--- config.mk ---
export PLATFORM = sky130hd
export DESIGN_NAME = iob_target
export DESIGN_NICKNAME = d
export VERILOG_FILES = /design/src/rtl/iob_target.sv
export SDC_FILE = /design/constraint.sdc
export NUM_CORES = 1
export LEC_CHECK = 0
export BUFFER_PORTS_ARGS = -buffer_cell sky130_fd_sc_hd__clkbuf_2
export CORE_AREA = 5 5 88 90
export CTS_CLUSTER_DIAMETER = 40
export DETAILED_ROUTE_END_ITERATION = 8
export DIE_AREA = 0 0 93 95
export PLACE_DENSITY = 0.68
export SLEW_MARGIN = 0
export SYNTH_ARGS = -nofsm -noshare
export SYNTH_HDL_FRONTEND = slang
export SYNTH_SLANG_ARGS = --single-unit
--- constraint.sdc ---
create_clock -name C16M -period 4.6 [get_ports C16M]
set_input_delay 0.69 -clock C16M [delete_from_list [all_inputs] [get_ports C16M]]
set_output_delay 0.69 -clock C16M [all_outputs]
set_load 0.05 [all_outputs]
--- src/rtl/iob_target.sv ---
// iob_target: PDS-side responder for 68000 cycles on the IOB bus.
//
// Decodes a four-register window at A[23:16] == BASE, synchronizes the
// asynchronous bus strobes into C16M, inserts WAITS wait states and then
// pulls /DTACK (open-drain enable) with read data driven on the same edge.
//
// Ports
//   C16M      clock, rising edge
//   nRES      asynchronous active-low reset
//   A_HI      IOB A[23:16], window decode
//   A_LO      IOB A[2:1], register index (0 CTRL, 1 STAT, 2 SCRATCH, 3 ID)
//   nAS       address strobe (async)
//   nUDS      upper data strobe (async)
//   nLDS      lower data strobe (async)
//   nWE       R/W, low = write (async)
//   Din       write data
//   Dout      read data, held through HOLD
//   DoutOE    1 = drive Dout onto the bus
//   nDTACKoe  1 = pull /DTACK low
//   CTRL      control register to QoS/accelerator logic
//   STATin    live status, sampled at ACK
//
// state  | meaning
// -------+--------------------------------------------------------------
// IDLE   | waiting for a synchronized /AS falling edge inside the window
// STROBE | address accepted, waiting for /UDS or /LDS
// WAIT   | counting wait states down to the acknowledge
// ACK    | one cycle: perform write / capture read data, assert /DTACK
// HOLD   | /DTACK and data held until synchronized /AS goes high

module iob_target #(
    parameter logic [7:0]  BASE     = 8'hFC,
    parameter int          WAITS    = 2,
    parameter logic [15:0] CTRL_RST = 16'h0000,
    parameter logic [15:0] ID_VAL   = 16'h5753
) (
    input  logic        C16M,
    input  logic        nRES,
    input  logic [7:0]  A_HI,
    input  logic [1:0]  A_LO,
    input  logic        nAS,
    input  logic        nUDS,
    input  logic        nLDS,
    input  logic        nWE,
    input  logic [15:0] Din,
    output logic [15:0] Dout,
    output logic        DoutOE,
    output logic        nDTACKoe,
    output logic [15:0] CTRL,
    input  logic [15:0] STATin
);

    generate
        if (WAITS < 0 || WAITS > 7) begin : g_waits_range
            $error("iob_target: WAITS must be 0..7");
        end
    endgenerate

    localparam logic [2:0] WAITS_C = 3'(WAITS);

    typedef enum logic [2:0] {
        S_IDLE,
        S_STROBE,
        S_WAIT,
        S_ACK,
        S_HOLD
    } state_t;

    state_t      r_state;
    logic        r_as_m, r_as_s, r_as_prev;
    logic        r_uds_m, r_uds_s;
    logic        r_lds_m, r_lds_s;
    logic        r_we_m, r_we_s;
    logic [1:0]  r_idx;
    logic        r_wr;
    logic [2:0]  r_cnt;
    logic [15:0] r_ctrl;
    logic [15:0] r_scratch;
    logic [15:0] r_dout;
    logic        r_dout_oe;
    logic        r_dtack;

    logic        w_hit;
    logic        w_as_fall;
    logic        w_ds;
    logic [15:0] w_rd_data;

    assign w_hit     = (A_HI == BASE);
    assign w_as_fall = r_as_prev & ~r_as_s;
    assign w_ds      = ~r_uds_s | ~r_lds_s;

    always_comb begin
        w_rd_data = 16'h0000;
        case (r_idx)
            2'd0:    w_rd_data = r_ctrl;
            2'd1:    w_rd_data = STATin;
            2'd2:    w_rd_data = r_scratch;
            default: w_rd_data = ID_VAL;
        endcase
    end

    // Two-flop synchronizers; idle level of every strobe is high.
    always_ff @(posedge C16M or negedge nRES) begin
        if (!nRES) begin
            r_as_m    <= 1'b1;
            r_as_s    <= 1'b1;
            r_as_prev <= 1'b1;
            r_uds_m   <= 1'b1;
            r_uds_s   <= 1'b1;
            r_lds_m   <= 1'b1;
            r_lds_s   <= 1'b1;
            r_we_m    <= 1'b1;
            r_we_s    <= 1'b1;
        end else begin
            r_as_m    <= nAS;
            r_as_s    <= r_as_m;
            r_as_prev <= r_as_s;
            r_uds_m   <= nUDS;
            r_uds_s   <= r_uds_m;
            r_lds_m   <= nLDS;
            r_lds_s   <= r_lds_m;
            r_we_m    <= nWE;
            r_we_s    <= r_we_m;
        end
    end

    always_ff @(posedge C16M or negedge nRES) begin
        if (!nRES) begin
            r_state   <= S_IDLE;
            r_idx     <= 2'd0;
            r_wr      <= 1'b0;
            r_cnt     <= 3'd0;
            r_ctrl    <= CTRL_RST;
            r_scratch <= 16'h0000;
            r_dout    <= 16'h0000;
            r_dout_oe <= 1'b0;
            r_dtack   <= 1'b0;
        end else begin
            case (r_state)
                S_IDLE: begin
                    // A miss leaves the responder silent for the whole cycle.
                    if (w_as_fall && w_hit) begin
                        r_idx   <= A_LO;
                        r_wr    <= ~r_we_s;
                        r_cnt   <= WAITS_C;
                        r_state <= S_STROBE;
                    end
                end
                S_STROBE: begin
                    if (r_as_s) begin
                        r_state <= S_IDLE;
                    end else if (w_ds) begin
                        r_state <= (r_cnt != 3'd0) ? S_WAIT : S_ACK;
                    end
                end
                S_WAIT: begin
                    // Abort wins over the terminal count.
                    if (r_as_s) begin
                        r_state <= S_IDLE;
                    end else begin
                        r_cnt <= r_cnt - 3'd1;
                        if (r_cnt == 3'd1) begin
                            r_state <= S_ACK;
                        end
                    end
                end
                S_ACK: begin
                    // Strobes have been low for several edges, so Din is settled.
                    if (r_wr) begin
                        if (r_idx == 2'd0) begin
                            if (!r_uds_s) r_ctrl[15:8] <= Din[15:8];
                            if (!r_lds_s) r_ctrl[7:0]  <= Din[7:0];
                        end else if (r_idx == 2'd2) begin
                            if (!r_uds_s) r_scratch[15:8] <= Din[15:8];
                            if (!r_lds_s) r_scratch[7:0]  <= Din[7:0];
                        end
                    end else begin
                        r_dout    <= w_rd_data;
                        r_dout_oe <= 1'b1;
                    end
                    r_dtack <= 1'b1;
                    r_state <= S_HOLD;
                end
                S_HOLD: begin
                    if (r_as_s) begin
                        r_dtack   <= 1'b0;
                        r_dout_oe <= 1'b0;
                        r_state   <= S_IDLE;
                    end
                end
                default: begin
                    r_dtack   <= 1'b0;
                    r_dout_oe <= 1'b0;
                    r_state   <= S_IDLE;
                end
            endcase
        end
    end

    assign Dout     = r_dout;
    assign DoutOE   = r_dout_oe;
    assign nDTACKoe = r_dtack;
    assign CTRL     = r_ctrl;

endmodule

==> results list, run 1 <==
- Status: complete, no violations
* Clock tree sinks: between 60 and 70
- Worst-case clock buffer depth: 2
- Counting flops with an async set or reset pin after synthesis yields a share of 100%.
- Most frequent standard cell in the layout excluding fill and tap cells: sky130_fd_sc_hd__clkbuf_2
- The via count of the first global-routing pass came to ~2100.
- In the synthesized netlist the dominant register cell turns out to be sky130_fd_sc_hd__dfrtp_1.
* Category of the worst setup path capture point: flip-flop
- Dividing the detail-routed wire length by the instance count gives 15.8 µm.
- Setup violations remaining at the end of the flow were counted as 0.
* Minimum clock period: approximately 2.3 ns
- Worst Path Required: between 4 and 5 ns
- Clock H-tree levels: 3
* Synthesized flop and latch total: between 60 and 70
- Initial cell density of the core: between 40% and 50%
* Clock slew at reported path FFs: about 0.08 ns
- The worst setup path is launched from a flip-flop.
* Average footprint of a synthesized cell: ~13 µm²
- The floorplan step defined a core boundary enclosing ~7000 µm².
* Arrival time worst endpoint: about 2.5 ns
* Placer's final routability congestion estimate: around 0.74
- Synth cell types: 34
- After layout, the worst path uses between 40% and 50% of the clock period.
* Max-cap viol count: 0
* Largest net degree at the start of global routing: 60
- In this run, post-CTS repair resized a total of 0 instances.
* Synth-to-Final Area Change: 22.6%
* Commonest cells after routing, fill and taps aside: 80 x sky130_fd_sc_hd__clkbuf_2, 59 x sky130_fd_sc_hd__dfrtp_1, 41 x sky130_fd_sc_hd__mux2_2
- The worst pin sits at a relative slew slack of approximately 37%.
- Number of instances in the synthesized netlist: between 200 and 250
- The routed layout has between 2000 and 2500 vias.
- Clock tree synthesis inserted a total of 9 buffers.
* Clock skew: roughly 0.011 ns
- R2r worst-path depth: 3
* DPL Wire Length: approximately 4600 µm
* Number of design rule violations left after detail routing: 0
* Count of synthesis-stage warnings from yosys: 0
- For the final routed database, the setup TNS stands at 0 ns.
* Routed wire length: 6380 µm
* Hold_buf cts: 0
- The repair_antennas step left the layout with diodes totalling 0.
* Cells traversed along the worst timing path: nor2b_1, nand3b_2, mux2_2
- GR met1 Demand/Resource: 19.4%
- Share of final-layout standard cells stronger than drive strength 1: 48.4%
* Wire length of the first global-routing pass: between 10000 and 15000 µm
* Total GRT Usage: 14.8%
* Most Used Layer, Global Route: met2
- The net count of the finished layout is between 300 and 400.
- Once layout is complete, the cells apart from fillers number 404.
* Overflow after GRT: 0
- Post-synthesis net count: 287
- Portion of the post-synthesis area used by sequential elements: 57.7%
- Count of boundary I/O pins: ~80
* Filler Cell Count: 623
* P_leak: 1.70 nW
- The number of placed instances, taps included, is around 390.
- The die covers 8840 µm².
- Die Y-Extent: between 90 and 100 µm
- Initial antenna violation count: 0
- For the pin with the worst max-slew slack, the measured transition is around 0.94 ns.
- Drt first-iter violations: between 80 and 90
* Final Hold Violating Endpoints: 0
* Setup repair after global routing missed its margin: false
* Final Slew Violations: 0
- The root buffer cell chosen for the clock tree is sky130_fd_sc_hd__clkbuf_8.
- The min-delay analysis places its worst path in the category in -> async.
- Once detail routing completed, the nets flagged for antenna violations numbered 0.
- In the routed layout, each cell is associated on average with a via count of between 5 and 6.
- Pwr dens: 559 nW/µm²
- Global routing consumed, on the met2 layer, about a quarter of the routing resources.
- During placement, the flow inserted port buffers numbering 81.
* Number of flops mapped to enable cells by yosys: 0
- TritonCTS built the clock tree.
* Router iterations before antenna repair: 4
* Maximum clock frequency: between 0.4 and 0.5 GHz
* Final Core Density: 52.1%
* Highest fanout seen on the critical path: 21
- Buffers added to address setup during post-CTS repair amount to 0.
- The synthesized netlist occupies a cell area of roughly 3000 µm².
* Die outline width: 93 µm
- In this design, the stage delay of the slowest critical-path cell is about 0.75 ns.
* Worst Setup Path Type: reg -> reg
- IR Drop Worst-Case VDD: 0.271 mV
- Row count: 31
- Worst skew pair latency: between 0.3 and 0.4 ns
* Highest-delay cell along the critical path: sky130_fd_sc_hd__nor2b_1
* Grt met3 use: roughly 3.7%
[state kept, by name (all words and copies together), names as in the netlist, 2 cells and up]
signal and cells:
r_cnt 3, r_state 3, CTRL 16, r_idx 2, Dout 16, r_scratch 16
[Yosys cell counts (2+ instances only)]
| library cell | n | area (µm²) |
|---|---|---|
| sky130_fd_sc_hd__a211oi_1 | 2 | 15.0 |
| sky130_fd_sc_hd__a21oi_1 | 2 | 10.0 |
| sky130_fd_sc_hd__a2bb2oi_1 | 7 | 61.3 |
| sky130_fd_sc_hd__a31oi_1 | 2 | 12.5 |
| sky130_fd_sc_hd__buf_2 | 2 | 10.0 |
| sky130_fd_sc_hd__clkbuf_1 | 10 | 37.5 |
| sky130_fd_sc_hd__dfrtp_1 | 59 | 1480 |
| sky130_fd_sc_hd__dfstp_2 | 9 | 236 |
| sky130_fd_sc_hd__ha_1 | 3 | 37.5 |
| sky130_fd_sc_hd__inv_1 | 3 | 11.3 |
| sky130_fd_sc_hd__mux2_2 | 41 | 462 |
| sky130_fd_sc_hd__mux2_4 | 2 | 30.0 |
| sky130_fd_sc_hd__mux2i_1 | 8 | 80.1 |
| sky130_fd_sc_hd__nand2_1 | 26 | 97.6 |
| sky130_fd_sc_hd__nand2b_1 | 6 | 37.5 |
| sky130_fd_sc_hd__nand3b_2 | 2 | 22.5 |
| sky130_fd_sc_hd__nor2_1 | 2 | 7.51 |
| sky130_fd_sc_hd__nor2b_1 | 3 | 18.8 |
| sky130_fd_sc_hd__nor3_1 | 3 | 15.0 |
| sky130_fd_sc_hd__o21ai_0 | 22 | 110 |
| sky130_fd_sc_hd__o22ai_1 | 9 | 56.3 |
[per-stage QoR]
| stage | setup WS (ns) | total power [W] | instance area (µm²) | hold WS (ns) |
|---|---|---|---|---|
| 3_3_place_gp | 2.44 | 0.00155 | 3440 | 0.347 |
| 4_1_cts | 2.32 | 0.00206 | 3640 | 0.186 |
| 5_1_grt | 2.20 | 0.00215 | 3640 | 0.182 |
| 6_report | 2.31 | 0.00203 | 3640 | 0.185 |
| 3_5_place_dp | 2.34 | 0.00156 | 3440 | 0.347 |
| 2_1_floorplan | 2.66 | 0.00138 | 2970 | 0.345 |
[worst max-delay path: cells and delay by family, from the launching register on]
family | cells | cell delay, ns
mux | 1 | 0.35
simple gates | 2 | 1.07
flops | 1 | 0.73
[area by class of cell]
cell class / instances / area [µm²] / area share (%)
timing repair buffer: 83 / 420 / 11.6
inverter: 3 / 11.3 / 0.309
sequential: 68 / 1710 / 47.1
clock buffer: 9 / 124 / 3.40
multi-input combinational: 152 / 1190 / 32.8
tap: 82 / 103 / 2.82
clock inverter: 7 / 75.1 / 2.06
[cells by family (layout without fill, tap and decap cells)]
| group | after synthesis | count (layout) | share of synthesized area, % |
|---|---|---|---|
| fa+ha+maj | 3 | 3 | 1.26 |
| mux | 51 | 51 | 19.3 |
| simple gates | 51 | 51 | 9.78 |
| flops | 68 | 68 | 57.7 |
| buf+inv | 16 | 102 | 2.11 |
| compound gates | 47 | 47 | 9.87 |
[metal layers]
metal / routed length [µm] / share of wire [%]
met5: 0 / 0
met4: 41 / 0.64
met1: 2880 / 45
met2: 3170 / 50
met3: 280 / 4.4
[path summary, 6_finish.rpt]
path | from | endpoint | slack, ns
min | nRES | Dout[9] | 0.18
max | r_idx[0] | r_scratch[2] | 2.31
min in group C16M | r_lds_m | r_lds_s | 0.35
min reg2reg | r_lds_m | r_lds_s | 0.35
max in group asynchronous | nRES | CTRL[6] | 3.42
max reg2reg | r_idx[0] | r_scratch[2] | 2.31
[where the power goes]
part	switching, W	leakage (nW)	internal [W]	total (W)
sequential	0.000101	0.740	0.000717	0.000818
clock	0.000235	0.104	0.000253	0.000488
combinational	0.000471	0.857	0.000257	0.000728
total	0.000806	1.70	0.00123	0.00203
Note: power is estimated with default switching activity, not from simulation.
==> run 2: changes to the inputs <==
--- a/config.mk
+++ b/config.mk
@@ -5,12 +5,13 @@
 export SDC_FILE = /design/constraint.sdc
 export NUM_CORES = 1
 export LEC_CHECK = 0
+export ABC_AREA = 1
 export BUFFER_PORTS_ARGS = -buffer_cell sky130_fd_sc_hd__clkbuf_2
-export CORE_AREA = 5 5 88 90
+export CORE_AREA = 5 5 90 92
 export CTS_CLUSTER_DIAMETER = 40
 export DETAILED_ROUTE_END_ITERATION = 8
-export DIE_AREA = 0 0 93 95
-export PLACE_DENSITY = 0.68
+export DIE_AREA = 0 0 95 97
+export PLACE_DENSITY = 0.71
 export SLEW_MARGIN = 0
 export SYNTH_ARGS = -nofsm -noshare
 export SYNTH_HDL_FRONTEND = slang
==> constraint.sdc (replaced) <==
create_clock -name C16M -period 2.1 [get_ports C16M]
set_input_delay 0.315 -clock C16M [delete_from_list [all_inputs] [get_ports C16M]]
set_output_delay 0.315 -clock C16M [all_outputs]
set_load 0.05 [all_outputs]
==> results list, run 2 <==
- Among cell families on the critical path, the largest total delay comes from simple AND/OR/NAND/NOR gates.
- Maximum clock frequency: between 0.6 and 0.7 GHz
- Along the worst path, the maximum fanout reaches 18.
* Synthesized flop and latch total: between 60 and 70
- After clock tree synthesis, the clock-pin slew on the worst setup and hold paths is 0.07 ns.
* Startpoint types: flip-flop
- Total negative slack: 0 ns
* Root Buffer: sky130_fd_sc_hd__clkbuf_8
* Final setup violation count: 0
- The floorplan step defined a die boundary enclosing a little over 9000 µm².
- Area of the placeable core: approximately 7100 µm²
* Synth-to-Final Area Change: 22.6%
* Worst Setup Path Type: reg -> reg
- Yosys mapped a number of flops with a built-in enable equal to 0.
- After legalization and detailed placement, the total HPWL measured 5390 µm.
* Routed wire length: around 7300 µm
- Post-synthesis instance area: 3130 µm²
- Counting the buffers created by CTS gives 9.
- Post-synthesis net count: roughly 400
- In the finished design, the share of the clock period the worst path needs comes to 77.5%.
* Overflow after GRT: 0
- Worst-case clock buffer depth: 2
* Number of input and output port buffers inserted: slightly above 80
* Placer's final routability congestion estimate: 0.805
* Ys flop type: sky130_fd_sc_hd__dfrtp_1
- Clock tree sinks: 68
- Setup repair after global routing left no endpoint under its margin.
- Worst Path Required: 2.32 ns
* Router iterations before antenna repair: 4
- Worst max-slew margin expressed relative to the limit: about two thirds
- Initial antenna violation count: 0
* Ranking of synthesized cells by area: sky130_fd_sc_hd__dfrtp_1 47%, sky130_fd_sc_hd__nand2_1 15%, sky130_fd_sc_hd__dfstp_2 7.6%
* Die Y-Extent: 97 µm
- The routed layout has approximately 2600 vias.
- The number of slew-limit violations in the final report came to 0.
- Worst skew pair latency: approximately 0.34 ns
* Final Hold Violating Endpoints: 0
* Row count: 31
- Counting flops with an async set or reset pin after synthesis yields a share of 100%.
- Number of routed nets with antenna violations: 0
* Smallest hold slack: ~0.052 ns
- Portion of the post-synthesis area used by sequential elements: a little over half
- Class of the worst hold path: in -> reg
* Pwr dens: about 820 nW/µm²
- Cells traversed along the worst timing path: nor2_4, nand3_4, nand2_1, o21ai_1
* Commonest cells after routing, fill and taps aside: 122 x sky130_fd_sc_hd__nand2_1, 80 x sky130_fd_sc_hd__clkbuf_2, 59 x sky130_fd_sc_hd__dfrtp_1
* Category of the worst setup path capture point: flip-flop
- In the synthesized netlist, the cells that appear most often are 122 x sky130_fd_sc_hd__nand2_1, 59 x sky130_fd_sc_hd__dfrtp_1, 30 x sky130_fd_sc_hd__inv_1.
- # diodes: 0
* Setup Buffers After CTS: 0
- Via count of the first global-routing pass: roughly 2700
- Largest net degree at the start of global routing: 69
- Initial cell density of the core: a little over two fifths
- By instance count, the leading cell after synthesis is sky130_fd_sc_hd__nand2_1.
- Across the run, the number of max-cap violations was 0.
- For this run, the post-layout net count is between 400 and 500.
- Worst slew pin tran: 0.526 ns
* Post-layout total power: around 0.0031 W
- Most frequent standard cell in the layout excluding fill and tap cells: sky130_fd_sc_hd__nand2_1
* P_leak: 1.94 nW
- Clock H-tree levels: 3
- IR Drop Worst-Case VDD: around 0.33 mV
* Delay of the slowest cell on the worst path: 0.57 ns
- TritonCTS built the clock tree.
- Number of instances in the synthesized netlist: 345
- Number of design rule violations left after detail routing: 0
* Total buffers and inverters traversed by the critical path: 0
* Routed WL per cell: between 10 and 15 µm
* Total GRT Usage: about 17%
- The routed design could run at a clock period as short as ~1.6 ns.
- Highest-delay cell along the critical path: sky130_fd_sc_hd__dfrtp_1
- Data on the critical path arrives at its endpoint at about 1.9 ns.
* Count of boundary I/O pins: 82
* Count of synthesis-stage warnings from yosys: 0
- Die outline width: ~95 µm
* Share of final-layout standard cells stronger than drive strength 1: 32.8%
- Cell type with the highest aggregate area in the netlist: sky130_fd_sc_hd__dfrtp_1
- Wire length of the first global-routing pass: 12600 µm
* Average footprint of a synthesized cell: just over 9 µm²
- Status: complete, no violations
- Clock skew: 0.00984 ns
* Per-cell via count in the routed design: approximately 4.8
* Drt first-iter violations: 162
* Area share of the largest cell type after synthesis: 47.2%
* Synth cell types: 24
==> run 2: cell count changes after synthesis, moves of 10 or more <==
cell / delta
sky130_fd_sc_hd__clkbuf_1: -10
sky130_fd_sc_hd__inv_1: +27
sky130_fd_sc_hd__nand4_1: +10
sky130_fd_sc_hd__mux2_2: -41
sky130_fd_sc_hd__nand3_1: +16
sky130_fd_sc_hd__o21ai_2: +16
sky130_fd_sc_hd__o21ai_1: +19
sky130_fd_sc_hd__o21ai_0: -11
sky130_fd_sc_hd__nand2_1: +96
==> run 2: report_power, final <==
group / internal (W) / total [W] / switching (W)
clock network: 0.000605 / 0.00108 / 0.000478
registers: 0.00141 / 0.00148 / 0.0000754
logic: 0.000181 / 0.000560 / 0.000378
total: 0.00219 / 0.00312 / 0.000932
==> run 2: cell type report <==
type                            count  area, µm²
Inverter                           36        138
Clock inverter                      5       50.0
Tap cell                           99        124
Timing Repair Buffer               85        450
Multi-Input combinational cell    231       1210
Clock buffer                       11        151
Fill cell                         692       3300
Sequential cell                    68       1710
==> run 2: through the flow <==
| stage | instances | setup slack, ns | utilization, % | area [µm²] |
|---|---|---|---|---|
| detailed placement | 518 | 0.511 | 50.7 | 3620 |
| finish | 535 | 0.473 | 53.7 | 3830 |
| floorplan | 345 | 0.841 | - | 3130 |
| CTS | 535 | 0.500 | 53.7 | 3830 |
| global route | 535 | 0.328 | 53.7 | 3830 |
| global placement | 518 | 0.572 | 50.7 | 3620 |
==> run 2: logic make-up (layout without fill, tap and decap cells) <==
logic type	Yosys count	after routing	synth area share, %
and+or+nand+nor	171	171	25.5
xor gates and xnor gates	1	1	0.280
DFF	68	68	54.8
buffers and inverters	46	137	6.64
AOI/OAI and AO/OA	56	56	11.6
adders and majority gates	3	3	1.20
==> run 2: worst register-to-register path: stages (launching register included) <==
cell                      delay [ns]
sky130_fd_sc_hd__dfrtp_1        0.57
sky130_fd_sc_hd__nor2_4         0.49
sky130_fd_sc_hd__nand3_4        0.27
sky130_fd_sc_hd__nand2_1        0.11
sky130_fd_sc_hd__o21ai_1        0.07
==> run 2: per-layer routing <==
layer  global-route usage [%]  wire length, µm  vias to the layer above
met5                        0                0                        -
met4                     6.77              142                        0
met3                     4.03              307                       10
met2                     27.6             3710                       55
met1                     22.7             3120                     1217
li1                         -                -                     1279
==> run 2: worst paths after layout <==
| kind | depth (start not counted) | end | from | slack, ns |
|---|---|---|---|---|
| setup / recovery | 4 | CTRL[4] | r_idx[0] | 0.47 |
| hold / removal | 1 | r_lds_m | nLDS | 0.05 |
| setup reg to reg | 4 | CTRL[4] | r_idx[0] | 0.47 |
| hold reg to reg | 0 | r_as_s | r_as_m | 0.36 |
| max in group asynchronous | 3 | r_we_m | nRES | 1.27 |
| min in group asynchronous | 3 | r_cnt[0] | nRES | 0.52 |
==> run 2: timing repair <==
item                      4_1_cts  5_1_grt
hold buffers                    1        0
resized for setup               0        0
hold endpoints to repair       41        0
==> run 3: changes to the inputs <==
--- a/config.mk
+++ b/config.mk
@@ -5,12 +5,12 @@
 export SDC_FILE = /design/constraint.sdc
 export NUM_CORES = 1
 export LEC_CHECK = 0
-export ABC_AREA = 1
+export ABC_AREA = 0
 export BUFFER_PORTS_ARGS = -buffer_cell sky130_fd_sc_hd__clkbuf_2
-export CORE_AREA = 5 5 90 92
+export CORE_AREA = 5 5 88 90
 export CTS_CLUSTER_DIAMETER = 40
 export DETAILED_ROUTE_END_ITERATION = 8
-export DIE_AREA = 0 0 95 97
+export DIE_AREA = 0 0 93 95
 export PLACE_DENSITY = 0.71
 export SLEW_MARGIN = 0
 export SYNTH_ARGS = -nofsm -noshare
==> constraint.sdc (replaced) <==
create_clock -name C16M -period 1.4 [get_ports C16M]
set_input_delay 0.21 -clock C16M [delete_from_list [all_inputs] [get_ports C16M]]
set_output_delay 0.21 -clock C16M [all_outputs]
set_load 0.05 [all_outputs]
==> results list, run 3 (synthesis gave the netlist of run 1 again) <==
- The detailed router finished its first iteration with 93 violations.
* Worst Setup Path Type: reg -> reg
- The via count of the first global-routing pass is around 2400.
- Once detailed placement completed, the half-perimeter wirelength came to about 4900 µm.
- Max-cap viol count: 0
- Die outline width: around 93 µm
- Total negative slack: -5.64 ns
* Met2 usage: 28.0%
- The clock arrives with approximately 0.011 ns of skew.
* Clock H-tree levels: 3
* Class of the worst hold path: in -> reg
* Worst-case clock buffer depth: 2
- Root Buffer: sky130_fd_sc_hd__clkbuf_8
- Category of the worst setup path capture point: flip-flop
- Final Slew Violations: 0
- The run finished, with violations left.
- Wire length of the first global-routing pass: between 10000 and 15000 µm
* Number of routed nets with antenna violations: 0
- The die covers ~8800 µm².
* Total GRT Usage: 16.6%
* CTS buffer count: 9
* Minimum clock period: 1.71 ns
- The floorplan has 31 rows.
- Delay of the slowest cell on the worst path: 0.51 ns
* Share of final-layout standard cells stronger than drive strength 1: roughly three fifths
- Setup repair after global routing could not meet its margin everywhere.
* P_leak: 1.98 nW
- The checks that failed: setup timing.
* Pwr dens: between 1500 and 2000 nW/µm²
- Most frequent standard cell in the layout excluding fill and tap cells: sky130_fd_sc_hd__clkbuf_2
* Post-layout instance area: between 4000 and 5000 µm²
- Traced cell by cell, the critical path runs through or4b_4, nor4_4, mux2_4.
* Worst skew pair latency: between 0.3 and 0.4 ns
- The number of antenna violations at the first check in global routing is 0.
- In this run the worst path has a maximum fanout of 3.
- Pin placement for this block handled 82 I/O pins.
* Grt met3 use: 3.03%
- On the critical path, the stage with the largest delay is an instance of sky130_fd_sc_hd__dfstp_2.
* Largest net degree at the start of global routing: 36
* Synth-to-Final Area Change: 43.0%
- Dividing the detail-routed via count by the number of cells gives around 5.3.
- For this configuration, the core starts out at a cell density of 42.5%.
* Area of the placeable core: between 6000 and 7000 µm²
- The first detailed-routing pass ran for 4 iterations.
- Registers take 1710 µm².
- Area of the multi-input gates: 1430 µm²
- Placer's final routability congestion estimate: 0.831
- GR met1 Demand/Resource: about a fifth
- Total cell area at the placement stage: about 3600 µm²
- Fill cells in the final layout number about 540.
* Total buffers and inverters traversed by the critical path: 0
* Smallest hold slack: between 0.1 and 0.15 ns
* Routed WL per cell: 17.4 µm
- After layout, the worst setup slack is -0.308 ns.
- Startpoint types: flip-flop
* Worst slew pin tran: 0.350 ns
- The global routing stage identified its most utilized layer as met2.
- After clock tree synthesis, the clock-pin slew on the worst setup and hold paths is 0.08 ns.
* Post-route clock period utilization: 122%
- Number of vias in the routed layout: approximately 2300
* Die Y-Extent: between 90 and 100 µm
- Arrival time worst endpoint: 1.92 ns
* CTS tree: yes
* Commonest cells after routing, fill and taps aside: 80 x sky130_fd_sc_hd__clkbuf_2, 58 x sky130_fd_sc_hd__dfrtp_1, 39 x sky130_fd_sc_hd__mux2_2
- For this run the aggregate overflow at the end of global routing stands at 0.
- Worst max-slew margin expressed relative to the limit: 76.5%
- Across the VDD grid, the largest voltage drop is roughly 1.1 mV.
- The repair_antennas step left the layout with diodes totalling 0.
- For this run, design rule violations remaining after detail routing come to 0.
* CP top delay family: simple AND/OR/NAND/NOR gates
- After detailed routing, the total wire length is about 7500 µm.
- Derived from the worst setup path, the maximum achievable clock frequency is 0.585 GHz.
- Setup violations remaining at the end of the flow were counted as 40.
- Worst Path Required: about 1.6 ns
- The net count of the finished layout is 398.
- The final number of hold-violating endpoints came to 0.
* Clock tree sinks: 68
- Number of input and output port buffers inserted: 81
## run 3: cell types whose count changed in the layout (fill, tap and decap cells not counted), moves of 10 or more
| cell | delta |
|---|---|
| sky130_fd_sc_hd__buf_4 | +12 |
| sky130_fd_sc_hd__nand2_1 | -109 |
| sky130_fd_sc_hd__nand4_1 | -10 |
| sky130_fd_sc_hd__inv_1 | -27 |
| sky130_fd_sc_hd__o21ai_1 | -10 |
| sky130_fd_sc_hd__nand3_1 | -16 |
| sky130_fd_sc_hd__mux2_2 | +39 |
## run 3: per-stage QoR
| step | worst slack [ns] | instances | total power, W | utilization, % |
|---|---|---|---|---|
| 2_1_floorplan | -0.279 | 236 | 0.00453 | - |
| 3_3_place_gp | -0.279 | 404 | 0.00515 | 51.9 |
| 3_5_place_dp | -0.332 | 404 | 0.00524 | 51.9 |
| 4_1_cts | -0.326 | 427 | 0.00700 | 57.0 |
| 5_1_grt | -0.414 | 434 | 0.00749 | 60.8 |
| 6_report | -0.308 | 434 | 0.00713 | 60.8 |
## run 3: routing by layer
metal	routed length, µm	up-vias	share of wire [%]
met5	0	-	0
met4	205	0	2.7
met3	317	15	4.2
met2	4000	65	53
met1	3010	1141	40
li1	-	1080	-
## run 3: worst paths after layout
| check | slack (ns) | to | from | depth (start not counted) |
|---|---|---|---|---|
| worst max-delay path | -0.31 | r_idx[1] | r_as_prev | 3 |
| worst min-delay path | 0.11 | r_scratch[10] | Din[10] | 2 |
| worst max register to register | -0.31 | r_idx[1] | r_as_prev | 3 |
| worst min register to register | 0.36 | r_uds_s | r_uds_m | 0 |
| max in group asynchronous | 0.58 | r_uds_m | nRES | 3 |
| min in group asynchronous | 0.30 | r_state[2] | nRES | 2 |
## run 3: final cells by class
| class | count | area share [%] |
|---|---|---|
| sequential | 68 | 40.4 |
| multi-input combinational | 152 | 33.7 |
| timing repair buffer | 113 | 18.4 |
| clock buffer | 12 | 3.65 |
| tap | 82 | 2.42 |
| clock inverter | 4 | 1.12 |
| inverter | 3 | 0.265 |
## run 3: timing repair
item,CTS,global route
resized for setup,20,52
endpoints found under the hold margin,11,0
endpoints found under the setup margin,44,48
hold buffers,5,0
pin swaps,6,6
gates cloned,0,4
buffers inserted,2,4
## run 3: worst reg2reg max path, stage by stage, from the launching register on
cell and delay [ns]:
sky130_fd_sc_hd__dfstp_2 0.51, sky130_fd_sc_hd__or4b_4 0.47, sky130_fd_sc_hd__nor4_4 0.27, sky130_fd_sc_hd__mux2_4 0.33
## run 3: power by group
part	leakage [nW]	internal, W	switching (W)
clock	0.102	0.000915	0.000717
combinational	1.14	0.00106	0.00179
sequential	0.738	0.00236	0.000299
